<file path="src/rtl/pe_array_pkg.sv">
// pe_array_pkg: shared states and default geometry for the PE array controller.
// Holds the FSM state type and the constants derived from the default parameters.
package pe_array_pkg;
   typedef enum logic [2:0] {S_IDLE, S_LOAD, S_CALC, S_WRITE, S_DONE} state_t;
   localparam int DEF_L_RAM_SIZE = 4;
   localparam int DEF_L_NUM_PE = 2;
   localparam int N = 2 ** DEF_L_RAM_SIZE;
   localparam int NUM_PE = 2 ** DEF_L_NUM_PE;
   localparam int ADDR_W = DEF_L_RAM_SIZE + DEF_L_NUM_PE + 1;
   localparam int LOAD_CYCLES = (NUM_PE + 1) * N + 1;
endpackage

</file>
<file path="src/rtl/pe_vbuf.sv">
// pe_vbuf: single-port vector buffer, DATA_W x 2**AW, registered read (old data on write).
// Ports: aclk clock; we write enable; addr shared read/write address;
//        din write data; dout read data one cycle after addr.
module pe_vbuf #(
   parameter int DATA_W = 32,
   parameter int AW = 4
) (
   input  logic              aclk,
   input  logic              we,
   input  logic [AW-1:0]     addr,
   input  logic [DATA_W-1:0] din,
   output logic [DATA_W-1:0] dout
);
   logic [DATA_W-1:0] mem [2**AW];
   always_ff @(posedge aclk) begin
      if (we) mem[addr] <= din;
      dout <= mem[addr];
   end
endmodule

</file>
<file path="src/rtl/pe_array_con.sv">
// pe_array_con: drives 2**L_NUM_PE MAC PEs to compute y = M*v from a shared source memory.
// Ports: aclk/aresetn clock and sync active-low reset; start/busy/done run control;
//        rdaddr/rddata source memory read (1-cycle latency); wr_en/wraddr/wrdata result write;
//        pe_clr/pe_we/pe_addr/pe_din PE clear and local RAM load; pe_ain/pe_valid element
//        broadcast; pe_dvalid/pe_dout per-PE completion and accumulator values.
module pe_array_con
   import pe_array_pkg::*;
#(
   parameter int DATA_W = 32,
   parameter int L_RAM_SIZE = DEF_L_RAM_SIZE,
   parameter int L_NUM_PE = DEF_L_NUM_PE,
   parameter int DONE_HOLD = 5
) (
   input  logic                                 aclk,
   input  logic                                 aresetn,
   input  logic                                 start,
   output logic                                 busy,
   output logic                                 done,
   output logic [L_RAM_SIZE+L_NUM_PE:0]         rdaddr,
   input  logic [DATA_W-1:0]                    rddata,
   output logic                                 wr_en,
   output logic [L_NUM_PE-1:0]                  wraddr,
   output logic [DATA_W-1:0]                    wrdata,
   output logic                                 pe_clr,
   output logic [2**L_NUM_PE-1:0]               pe_we,
   output logic [L_RAM_SIZE-1:0]                pe_addr,
   output logic [DATA_W-1:0]                    pe_din,
   output logic [DATA_W-1:0]                    pe_ain,
   output logic                                 pe_valid,
   input  logic [2**L_NUM_PE-1:0]               pe_dvalid,
   input  logic [(2**L_NUM_PE)*DATA_W-1:0]      pe_dout
);
   localparam int N_EL = 2 ** L_RAM_SIZE;
   localparam int N_PE = 2 ** L_NUM_PE;
   localparam int AW = L_RAM_SIZE + L_NUM_PE + 1;
   localparam int LC = (N_PE + 1) * N_EL + 1;
   localparam int CW = (AW > $clog2(DONE_HOLD + 1)) ? AW : $clog2(DONE_HOLD + 1);
   state_t state, state_n;
   logic [CW-1:0] cnt, cnt_n;
   logic [L_RAM_SIZE-1:0] el, el_n;
   logic [1:0] ph, ph_n;
   logic [N_PE-1:0] seen, seen_n, mark;
   logic [AW-1:0] ld_addr;
   logic ld_vld, ld_pe, wait_ph, last_el, vb_we;
   logic [L_NUM_PE:0] row, row_idx;
   logic [L_RAM_SIZE-1:0] vb_addr;
   logic [DATA_W-1:0] vb_dout;
   logic [DATA_W-1:0] result [N_PE];
   // CALC sub-phases: 0 read vbuf, 1 broadcast, 2 collect dvalids
   assign mark = seen | pe_dvalid;
   assign wait_ph = state == S_CALC && ph == 2'd2;
   assign last_el = &el;
   // ld_addr is the address issued last cycle, i.e. the one rddata belongs to
   assign row = ld_addr[AW-1:L_RAM_SIZE];
   assign row_idx = row - (L_NUM_PE + 1)'(1);
   assign ld_pe = state == S_LOAD && ld_vld && row != '0;
   assign vb_we = state == S_LOAD && ld_vld && row == '0;
   assign vb_addr = state == S_LOAD ? ld_addr[L_RAM_SIZE-1:0] : el;
   assign busy = state != S_IDLE;
   assign done = state == S_DONE && cnt == CW'(DONE_HOLD - 1);
   assign pe_clr = state == S_IDLE && start;
   assign rdaddr = (state == S_LOAD && cnt != CW'(LC - 1)) ? cnt[AW-1:0] : '0;
   assign pe_we = ld_pe ? N_PE'(1) << row_idx : '0;
   assign pe_addr = ld_pe ? ld_addr[L_RAM_SIZE-1:0] : state == S_CALC ? el : '0;
   assign pe_din = ld_pe ? rddata : '0;
   assign pe_valid = state == S_CALC && ph == 2'd1;
   assign pe_ain = pe_valid ? vb_dout : '0;
   assign wr_en = state == S_WRITE;
   assign wraddr = wr_en ? cnt[L_NUM_PE-1:0] : '0;
   assign wrdata = wr_en ? result[cnt[L_NUM_PE-1:0]] : '0;
   pe_vbuf #(.DATA_W(DATA_W), .AW(L_RAM_SIZE)) u_vbuf (
      .aclk(aclk), .we(vb_we), .addr(vb_addr), .din(rddata), .dout(vb_dout)
   );
   always_comb begin
      state_n = state;
      cnt_n = cnt;
      el_n = el;
      ph_n = ph;
      seen_n = seen;
      case (state)
         S_IDLE: if (start) begin
            state_n = S_LOAD;
            cnt_n = '0;
         end
         S_LOAD: if (cnt == CW'(LC - 1)) begin
            state_n = S_CALC;
            cnt_n = '0;
            el_n = '0;
            ph_n = '0;
            seen_n = '0;
         end else cnt_n = cnt + CW'(1);
         S_CALC: if (ph != 2'd2) ph_n = ph + 2'd1;
         else if (&mark) begin
            seen_n = '0;
            ph_n = '0;
            el_n = last_el ? '0 : el + L_RAM_SIZE'(1);
            if (last_el) begin
               state_n = S_WRITE;
               cnt_n = '0;
            end
         end else seen_n = mark;
         S_WRITE: if (cnt == CW'(N_PE - 1)) begin
            state_n = S_DONE;
            cnt_n = '0;
         end else cnt_n = cnt + CW'(1);
         S_DONE: if (done) begin
            state_n = S_IDLE;
            cnt_n = '0;
         end else cnt_n = cnt + CW'(1);
         default: state_n = S_IDLE;
      endcase
   end
   always_ff @(posedge aclk) begin
      if (!aresetn) begin
         state <= S_IDLE;
         cnt <= '0;
         el <= '0;
         ph <= '0;
         seen <= '0;
         ld_addr <= '0;
         ld_vld <= 1'b0;
         for (int p = 0; p < N_PE; p++) result[p] <= '0;
      end else begin
         state <= state_n;
         cnt <= cnt_n;
         el <= el_n;
         ph <= ph_n;
         seen <= seen_n;
         ld_addr <= cnt[AW-1:0];
         ld_vld <= state == S_LOAD && cnt != CW'(LC - 1);
         // only the first dvalid of the last element carries the final sum
         if (wait_ph && last_el)
            for (int p = 0; p < N_PE; p++)
               if (pe_dvalid[p] && !seen[p]) result[p] <= pe_dout[p*DATA_W +: DATA_W];
      end
   end
endmodule

</file>
<file path="config.mk">
export PLATFORM = sky130hd
export DESIGN_NAME = pe_array_con
export DESIGN_NICKNAME = d
export VERILOG_FILES = /design/src/rtl/pe_array_pkg.sv /design/src/rtl/pe_vbuf.sv /design/src/rtl/pe_array_con.sv
export SDC_FILE = /design/constraint.sdc
export NUM_CORES = 1
export LEC_CHECK = 0
export ABC_AREA = 1
export CAP_MARGIN = 10
export CORE_ASPECT_RATIO = 1.25
export CORE_MARGIN = 1.5
export CORE_UTILIZATION = 45
export CTS_CLUSTER_DIAMETER = 200
export DETAILED_ROUTE_END_ITERATION = 8
export DONT_BUFFER_PORTS = 1
export GPL_TIMING_DRIVEN = 0
export PLACE_DENSITY_LB_ADDON = 0.12
export SLEW_MARGIN = 5
export SYNTH_ARGS = -nofsm -noshare
export SYNTH_HDL_FRONTEND = slang
export SYNTH_SLANG_ARGS = --single-unit
export TNS_END_PERCENT = 30
</file>
<file path="constraint.sdc">
create_clock -name aclk -period 3.3 [get_ports aclk]
set_clock_uncertainty 0.1 [all_clocks]
set_input_delay 0.165 -clock aclk [delete_from_list [all_inputs] [get_ports aclk]]
set_output_delay 0.165 -clock aclk [all_outputs]
set_load 0.02 [all_outputs]
</file>
Yosys cells after proc, flatten, opt, wreduce, memory -nomap -nowiden --
Memory sizes are Yosys's and may differ from the RTL's. A register that Yosys moved wholly into a read port is not among the register bits. Index checks and enable logic that the tools add are counted.
Storage, ports and cells: flip-flop bits (word level) 28, memory bits (writable) 640, bits of input ports 167, output and inout port bits 118, word-level logic and storage cells 130, memories 2
Memories:
- u_vbuf.mem | words 16, width 32, rd ports 1, clocked after memory_dff 1, wr ports 1, RTL line pe_vbuf.sv:14 | logic [DATA_W-1:0] mem [2**AW];
- result | words 4, width 32, rd ports 1, clocked after memory_dff 1, wr ports 4, RTL line pe_array_con.sv:48 | logic [DATA_W-1:0] result [N_PE];
Operators by class: add/subtract/negate cells 4, equality and inequality tests 19, shift-type cells 1, muxes and demuxes 62, bitwise gates (word level) 5, reduce and logical (&&, ||, !) cells 30
Operators by type and width (count):
- 32-bit 2-to-1 mux | 7
- 7-bit 2-to-1 mux | 8
- 4-bit 2-to-1 mux | 10
- 7-bit one-hot mux with 5 select lines | 1
- 3-bit 2-to-1 mux | 7
- 1-bit 2-to-1 mux | 19
- 4-bit one-hot mux with 2 select lines | 2
- 3-bit one-hot mux with 5 select lines | 1
- 1-bit logical AND | 13
- 2-bit 2-to-1 mux | 6
- 4-bit AND reduction | 3
- 2-bit inequality test (second input constant) | 5
- 7-bit by 1-bit adder with 7-bit output (second input constant) | 1
- 7-bit by 2-bit equality test with 1-bit output (second input constant) | 1
- 7-bit by 3-bit equality test with 1-bit output (second input constant) | 1
- 7-bit equality test (second input constant) | 1
- 7-bit inequality test (second input constant) | 1
- 7-bit AND reduction | 1
- 3-bit by 2-bit equality test with 1-bit output (second input constant) | 2
- 3-bit zero test | 2
- 2-bit by 1-bit inequality test with 1-bit output (second input constant) | 3
- 3-bit AND reduction | 2
- 3-bit nonzero test | 2
- 5-bit AND reduction | 1
- 15 further kinds | 21

Logic depth before layout (Yosys ltp) --
Gate-level depths: netlist of run 1.
depth after elaboration 7, gate-level depth with buffers 14, mapped depth without buffers 12

Modules after synthesis --
From an unflattened synthesis of run 1, not the netlist that was laid out.
Unflattened totals: cells, all modules 3164, area, all modules 30559.3 µm²
Modules (own cells, without submodules):
- pe_vbuf | times used 1, cells an instance 2113, area an instance 22213.8 µm², sequential area each 16015.4 µm²
- pe_array_con | times used 1, cells an instance 1051, area an instance 8345.5 µm², sequential area each 4444.3 µm²

Least setup slack after synthesis of run 1 --
No wires, ideal clock.
kind register to register, from register state[0], to memory u_vbuf.mem[0][0], enable pin, library setup time 0.421 ns, arrival time 2.717 ns, required time 2.779 ns, setup slack 0.062 ns, cell stages (with the launch flop) 9, buffers on the path 2, period minus slack after synthesis 3.238 ns, path through dfxtp_1 buf_2 nand3_4 o21ai_2 inv_2 nor2_1 buf_2 inv_1 nor2_1
On the way: cells in the longest elaborated chain, start to end 5
RTL lines:
- start: declaration | RTL line pe_array_con.sv:38 | state_t state, state_n;
- start signal: assignment | RTL line pe_array_con.sv:124 | state <= state_n;
- 3-bit by 1-bit equality test with 1-bit output * | RTL line pe_array_con.sv:57, pe_array_con.sv:58
- 1-bit logical AND (2 in series) | RTL line pe_array_con.sv:57 | assign vb_we = state == S_LOAD && ld_vld && row == '0;
- 1-bit 2-to-1 mux | RTL line pe_vbuf.sv:16 | if (we) mem[addr] <= din;
- 1-bit 2-to-1 mux (implied by the code) | RTL line pe_vbuf.sv:16
- end: declaration | RTL line pe_vbuf.sv:14
Every way passes the cells marked *; elsewhere a longest branch is shown, timed or not.

Worst setup path after layout of run 1 --
from register state[0], to memory u_vbuf.mem[9][14], enable pin
The elaborated chain is that of the path after synthesis.

==> results of run 1 <==
## worst register-to-register path, delay by kind of cell (launching register included)
kind,cells,cell delay (ns)
compound gates,1,0.34
simple gates,3,1.15
flops,1,0.30
buf+inv,4,1.11
## report_power, final
group          leakage, nW  internal [mW]  switching (mW)
clock network         1.21           5.09            3.47
logic                 7.71           1.62            4.51
registers             6.43           10.0           0.107
total                 15.4           16.8            8.09
## metal layers
layer	vias to the layer above	share of wire	global-route usage
li1	10810	-	-
met1	10810	0.39	0.3054
met2	804	0.52	0.4894
met3	156	0.061	0.04336
met4	0	0.030	0.08655
met5	-	0	0
## final cells by class
cell class	instances	area, µm²	share of cell area
buffer	168	770.7	0.02103
antenna	1	2.502	0.00006828
inverter	322	1209	0.03298
clock buffer	90	2028	0.05534
multi-input combinational	1988	8346	0.2277
clock inverter	45	462.9	0.01263
tap	864	1081	0.02950
sequential	702	20460	0.5582
timing repair buffer	198	2291	0.06251
## state kept, by name, summed over array words and instances, names as in the netlist, named ones only
| signal | cells |
|---|---|
| u_vbuf.mem | 512 |
| cnt | 7 |
| seen | 4 |
| ld_vld | 1 |
| state | 3 |
| ld_addr | 7 |
| u_vbuf.dout | 32 |
| ph | 2 |
| result | 128 |
| el | 4 |
## through the flow
step | TNS [ns] | worst slack, ns | util | cells | area (µm²)
after global placement | -1019.44 | -2.683 | 0.4724 | 4044 | 31640
final | -0.2474 | -0.02028 | 0.5472 | 4378 | 36650
after global routing | -4.054 | -0.1584 | 0.5472 | 4377 | 36650
after detailed placement | -118.47 | -0.5983 | 0.4802 | 4062 | 32160
after CTS | -24.99 | -0.3106 | 0.5447 | 4371 | 36490
after floorplan | 0 | 0.06224 | - | 3180 | 30560
## final timing paths
check                 from                end  slack (ns)  depth (start not counted)
setup / recovery  state[0]  u_vbuf.mem[9][14]       -0.02                          8
hold / removal     aresetn             cnt[6]        0.04                          3
setup reg to reg  state[0]  u_vbuf.mem[9][14]       -0.02                          8
hold reg to reg    seen[1]            seen[1]        0.37                          2
## kinds of logic (layout without fill, tap and decap cells)
kind of cell	count (synthesis)	count (layout)
AND/OR/NAND/NOR	1853	1853
buffers and inverters	490	823
adder cells (fa/ha/maj)	3	3
AO/OA/AOI/OAI	131	131
other	0	1
flip-flops	702	702
XOR/XNOR	1	1
## cells in the final DEF (no fill, tap or decap), types with 16 or more instances in the layout
cell,synthesis,layout
nand2_1,1176,1171
edfxtp_1,640,640
nor2_1,373,346
inv_1,310,310
nand3_1,280,277
dlygate4sd3_1,0,167
clkbuf_1,80,90
o21ai_0,79,79
clkbuf_16,0,79
buf_2,72,74
dfxtp_1,62,62
a21oi_1,43,38
nor2_4,1,19
buf_12,0,17
clkinv_2,0,16
## repair_timing
action | in CTS | in global routing
hold endpoints to repair | 647 | 0
buffers inserted | 7 | 6
hold buffers | 167 | 0
setup endpoints to repair | 480 | 365
pin swaps | 14 | 8
resized for setup | 15 | 18
==> results_dict.tcl, run 1 <==
set metrics [dict create \
    antenna_found_initial 1 \
    cts_num_sinks 702 \
    hp-class "in -> reg" \
    finalCritPeriodShare 1.006 \
    synth_area_um2 30560 \
    ys_seq_area_frac 0.6696 \
    start_util 0.4562 \
    routedWlPerCell_um 20.92 \
    synthArstFlopShare 0 \
    failed_checks "negative setup slack" \
    cp.required_ns 3.51 \
    grt_overflow 0 \
    clkTransAtPathRegs_ns 0.06 \
    synth_mux_area_frac 0 \
    first_iter_violations 1613 \
    gp_congestion 0.8823 \
    via_per_inst 5.157 \
    grt_max_degree 33 \
    max_freq_mhz 301.2 \
    ys_seq_elements 702 \
    critPathArrivalTime_ns 3.53 \
    numPortBuffers 0 \
    pin_count 285 \
    synth_compound_area_frac 0.02211 \
    peakVddDrop_v 0.0004079 \
    synthXorXnorAreaFrac 0.0002866 \
    layout.nets 3623 \
    critPathCaptureType "flip-flop" \
    drtPass1Iterations 7 \
    slew_viol_final 0 \
    synth_top_family_by_area "simple AND/OR/NAND/NOR gates" \
    synth_edf_count 640 \
    drt_wl_total_um 91570 \
    clockBufferDepth 3 \
    crit_type "reg -> reg" \
    postLayoutSetupSlackWorst_ns -0.02028 \
    grt_pass1_wl_um 136000 \
    grtUsageTotal 0.2627 \
    drc 0 \
    dieArea_um2 69480 \
    rsz0062_at_grt "yes" \
    cts-root-buf "clkbuf_16" \
    area_growth_pct 19.95 \
    startpoint_type "flip-flop" \
    synthDominantCellAreaShare 0.6290 \
    drive_gt1_frac 0.08284 \
    hold_violations 0 \
    synth_flop_cell "edfxtp_1" \
    yosys.area_share.simple 0.2424 \
    fill_cells 5793 \
    yosysWarnings 0 \
    cts_tree "yes" \
    cts_buffers 73 \
    path_max_fanout 20 \
    post-dp-hpwl_um 61830 \
    fin_crit_ns 3.320 \
    ys_top_cells_by_count "1176 x nand2_1, 640 x edfxtp_1, 373 x nor2_1" \
    whs_ns 0.04411 \
    avgSynthCellArea_um2 9.609 \
    maxCapViolCount 0 \
    synth_area_leaders "edfxtp_1 63%, nand2_1 14%, nand3_1 4.6%" \
    cellPowerDensity_nw_per_um2 677.7 \
    yosysTopAreaCell "edfxtp_1" \
    yosysUniqueCellTypes 29 \
    cp_cell_sequence "buf_2, nand3_4, o21ai_4, buf_4, buf_2, nand3_1, nor2_4, buf_12" \
    synthAdderAreaFrac 0.001228 \
    path_common_cell "buf_2" \
    clkLatencyLatePin_ns 0.61 \
    path_buf_inv 4 \
    slowest_stage "nor2_4" \
    status "finished with violations" \
    ant_nets 0 \
    first_global_vias 22440 \
    slew_headroom 0.2374 \
    power.total_mw 24.84 \
    finalSetupViolations 19 \
    dieHeight_um 294.3 \
    synthCells 3180 \
    rows 106 \
    slowest_delay_ns 0.55 \
    crit_family "simple AND/OR/NAND/NOR gates" \
    htree_levels 3 \
    synth_nets 3350 \
    yosysMostFrequentCell "nand2_1" \
    p_leak_nw 15.35 \
    core_area_um2 66980 \
    worst_slew_pin_slew_ns 1.133 \
    die_w_um 236.1 \
    vias 22580 \
]
Power figures use the tool's default switching activity.
==> inputs of run 2 (changes only) <==
Settings changed: PLACE_DENSITY_LB_ADDON 0.12 to unset.
==> run 2 against run 1 <==
- the run now ends clean
- sequential share of layout area is 0.37 points higher
- power shrank 3.2%
- sequential power hardly changed
- core utilization fell by 0.36 points
- global-route usage fell by 0.50 points
- worst setup slack gained 0.093 ns
- largest power group unchanged
==> results_dict.tcl, run 2 (synthesized netlist as in run 1, its figures left out) <==
set metrics [dict create \
    status "completed" \
    numPortBuffers 0 \
    finalSetupViolations 0 \
    largest_reg_flops 512 \
    p_leak_nw 15.20 \
    grt_max_degree 33 \
    maxCapViolCount 0 \
    whs_ns 0.05028 \
    power.total_mw 24.05 \
    final_cells 4364 \
    rsz0062_at_grt "yes" \
    gp_congestion 0.8507 \
    slew_headroom 0.2656 \
    slowest_stage "a21oi_1" \
    via_per_inst 5.171 \
    drt_wl_total_um 89620 \
    finalCritPeriodShare 0.9778 \
    layout_common_cells "1172 x nand2_1, 640 x edfxtp_1, 327 x nor2_1" \
    power_frac_clock 0.323 \
    grtUsageTotal 0.2577 \
    fin_area_um2 36410 \
    cts_tree "yes" \
    path_max_fanout 10 \
    place_ws_ns -0.5929 \
    drive_gt1_frac 0.08174 \
    ant_nets 0 \
    placed_cell_area_um2 32170 \
    slew_viol_final 0 \
    largest-register "u_vbuf.mem" \
    path_buf_inv 4 \
    rows 106 \
    first_global_vias 22910 \
    cts_num_sinks 702 \
    max_freq_mhz 309.9 \
    pwr-share-comb 0.255 \
    drtPass1Iterations 5 \
    crit_type "reg -> out" \
    die_w_um 236.1 \
    p_int_mw 16.12 \
    p_sw_frac 0.3298 \
    startpoint_type "flip-flop" \
    fin_setup_tns_ns 0 \
    routedWlPerCell_um 20.54 \
    power_frac_seq 0.422 \
    clockBufferDepth 3 \
    peakVddDrop_v 0.0004204 \
    hold_violations 0 \
    switchingPower_mw 7.931 \
    fin_crit_ns 3.227 \
    grt_overflow 0 \
    cellPowerDensity_nw_per_um2 660.5 \
    layout_commonest_cell "nand2_1" \
    start_util 0.4562 \
    cp.required_ns 3.03 \
    finalCoreUtilization 0.5436 \
    grt_pass1_wl_um 134200 \
    crit_family "buffers and inverters" \
    pin_count 285 \
    dieHeight_um 294.3 \
    core_area_um2 66980 \
    layout.nets 3616 \
    slowest_delay_ns 0.56 \
    htree_levels 3 \
    drc 0 \
    hp-class "in -> reg" \
    clkLatencyLatePin_ns 0.62 \
    worst_slew_pin_slew_ns 1.091 \
    top_regs "u_vbuf.mem (512), result (128), u_vbuf.dout (32)" \
    cts-root-buf "clkbuf_16" \
    postLayoutSetupSlackWorst_ns 0.07321 \
    dp_cells 4061 \
    first_iter_violations 1779 \
    cp_cell_sequence "buf_2, inv_1, nor3_4, clkinv_1, clkbuf_1, a21oi_1" \
    post-dp-hpwl_um 61440 \
    antenna_found_initial 0 \
    area_growth_pct 19.16 \
    vias 22570 \
    cts_buffers 71 \
    clkTransAtPathRegs_ns 0.06 \
    critPathCaptureType "output port" \
    critPathArrivalTime_ns 2.96 \
    dieArea_um2 69480 \
]
==> run 2: path summary, 6_finish.rpt <==
check                              start  slack [ns]  cells after the start                end
worst min register to register   seen[3]        0.38                      2            seen[3]
worst max register to register  state[1]        0.10                      7  u_vbuf.mem[2][15]
worst min-delay path             aresetn        0.05                      3             cnt[6]
worst max-delay path            state[0]        0.07                      6         wrdata[14]
==> run 2: timing repair <==
action	CTS	global route
buffers inserted	6	4
endpoints found under the hold margin	650	0
endpoints found under the setup margin	533	229
gates resized for setup	25	37
hold buffers	166	0
pin swaps	10	4
==> run 2: per-layer routing <==
layer / wire length (µm) / global-route usage / vias to the layer above
li1: - / - / 10800
met1: 33590 / 0.2910 / 10690
met2: 46780 / 0.4777 / 875
met3: 5678 / 0.03990 / 204
met4: 3569 / 0.1160 / 0
met5: 0 / 0 / -
==> run 2: power by group through the flow <==
stage | registers, mW | clock network [mW] | logic, mW
2_1_floorplan | 10.3 | 0 | 3.78
3_3_place_gp | 10.3 | 0 | 5.57
3_5_place_dp | 10.3 | 0 | 5.69
4_1_cts | 10.2 | 7.91 | 6.06
5_1_grt | 10.2 | 8.20 | 6.84
6_report | 10.2 | 7.77 | 6.13
==> run 2: area by class of cell <==
class,instances,area (µm²)
fill,5724,30570
sequential,702,20460
multi-input combinational,1988,8427
timing repair buffer,193,2245
clock buffer,95,1969
inverter,322,1209
tap,864,1081
buffer,168,773.2
clock inverter,31,244.0
antenna,1,2.502
==> run 2: worst reg2reg max path: cells and delay by family (launching register included) <==
kind                   cells  cell delay [ns]
DFF                        1             0.34
and+or+nand+nor            4             1.67
buffers and inverters      3             0.74
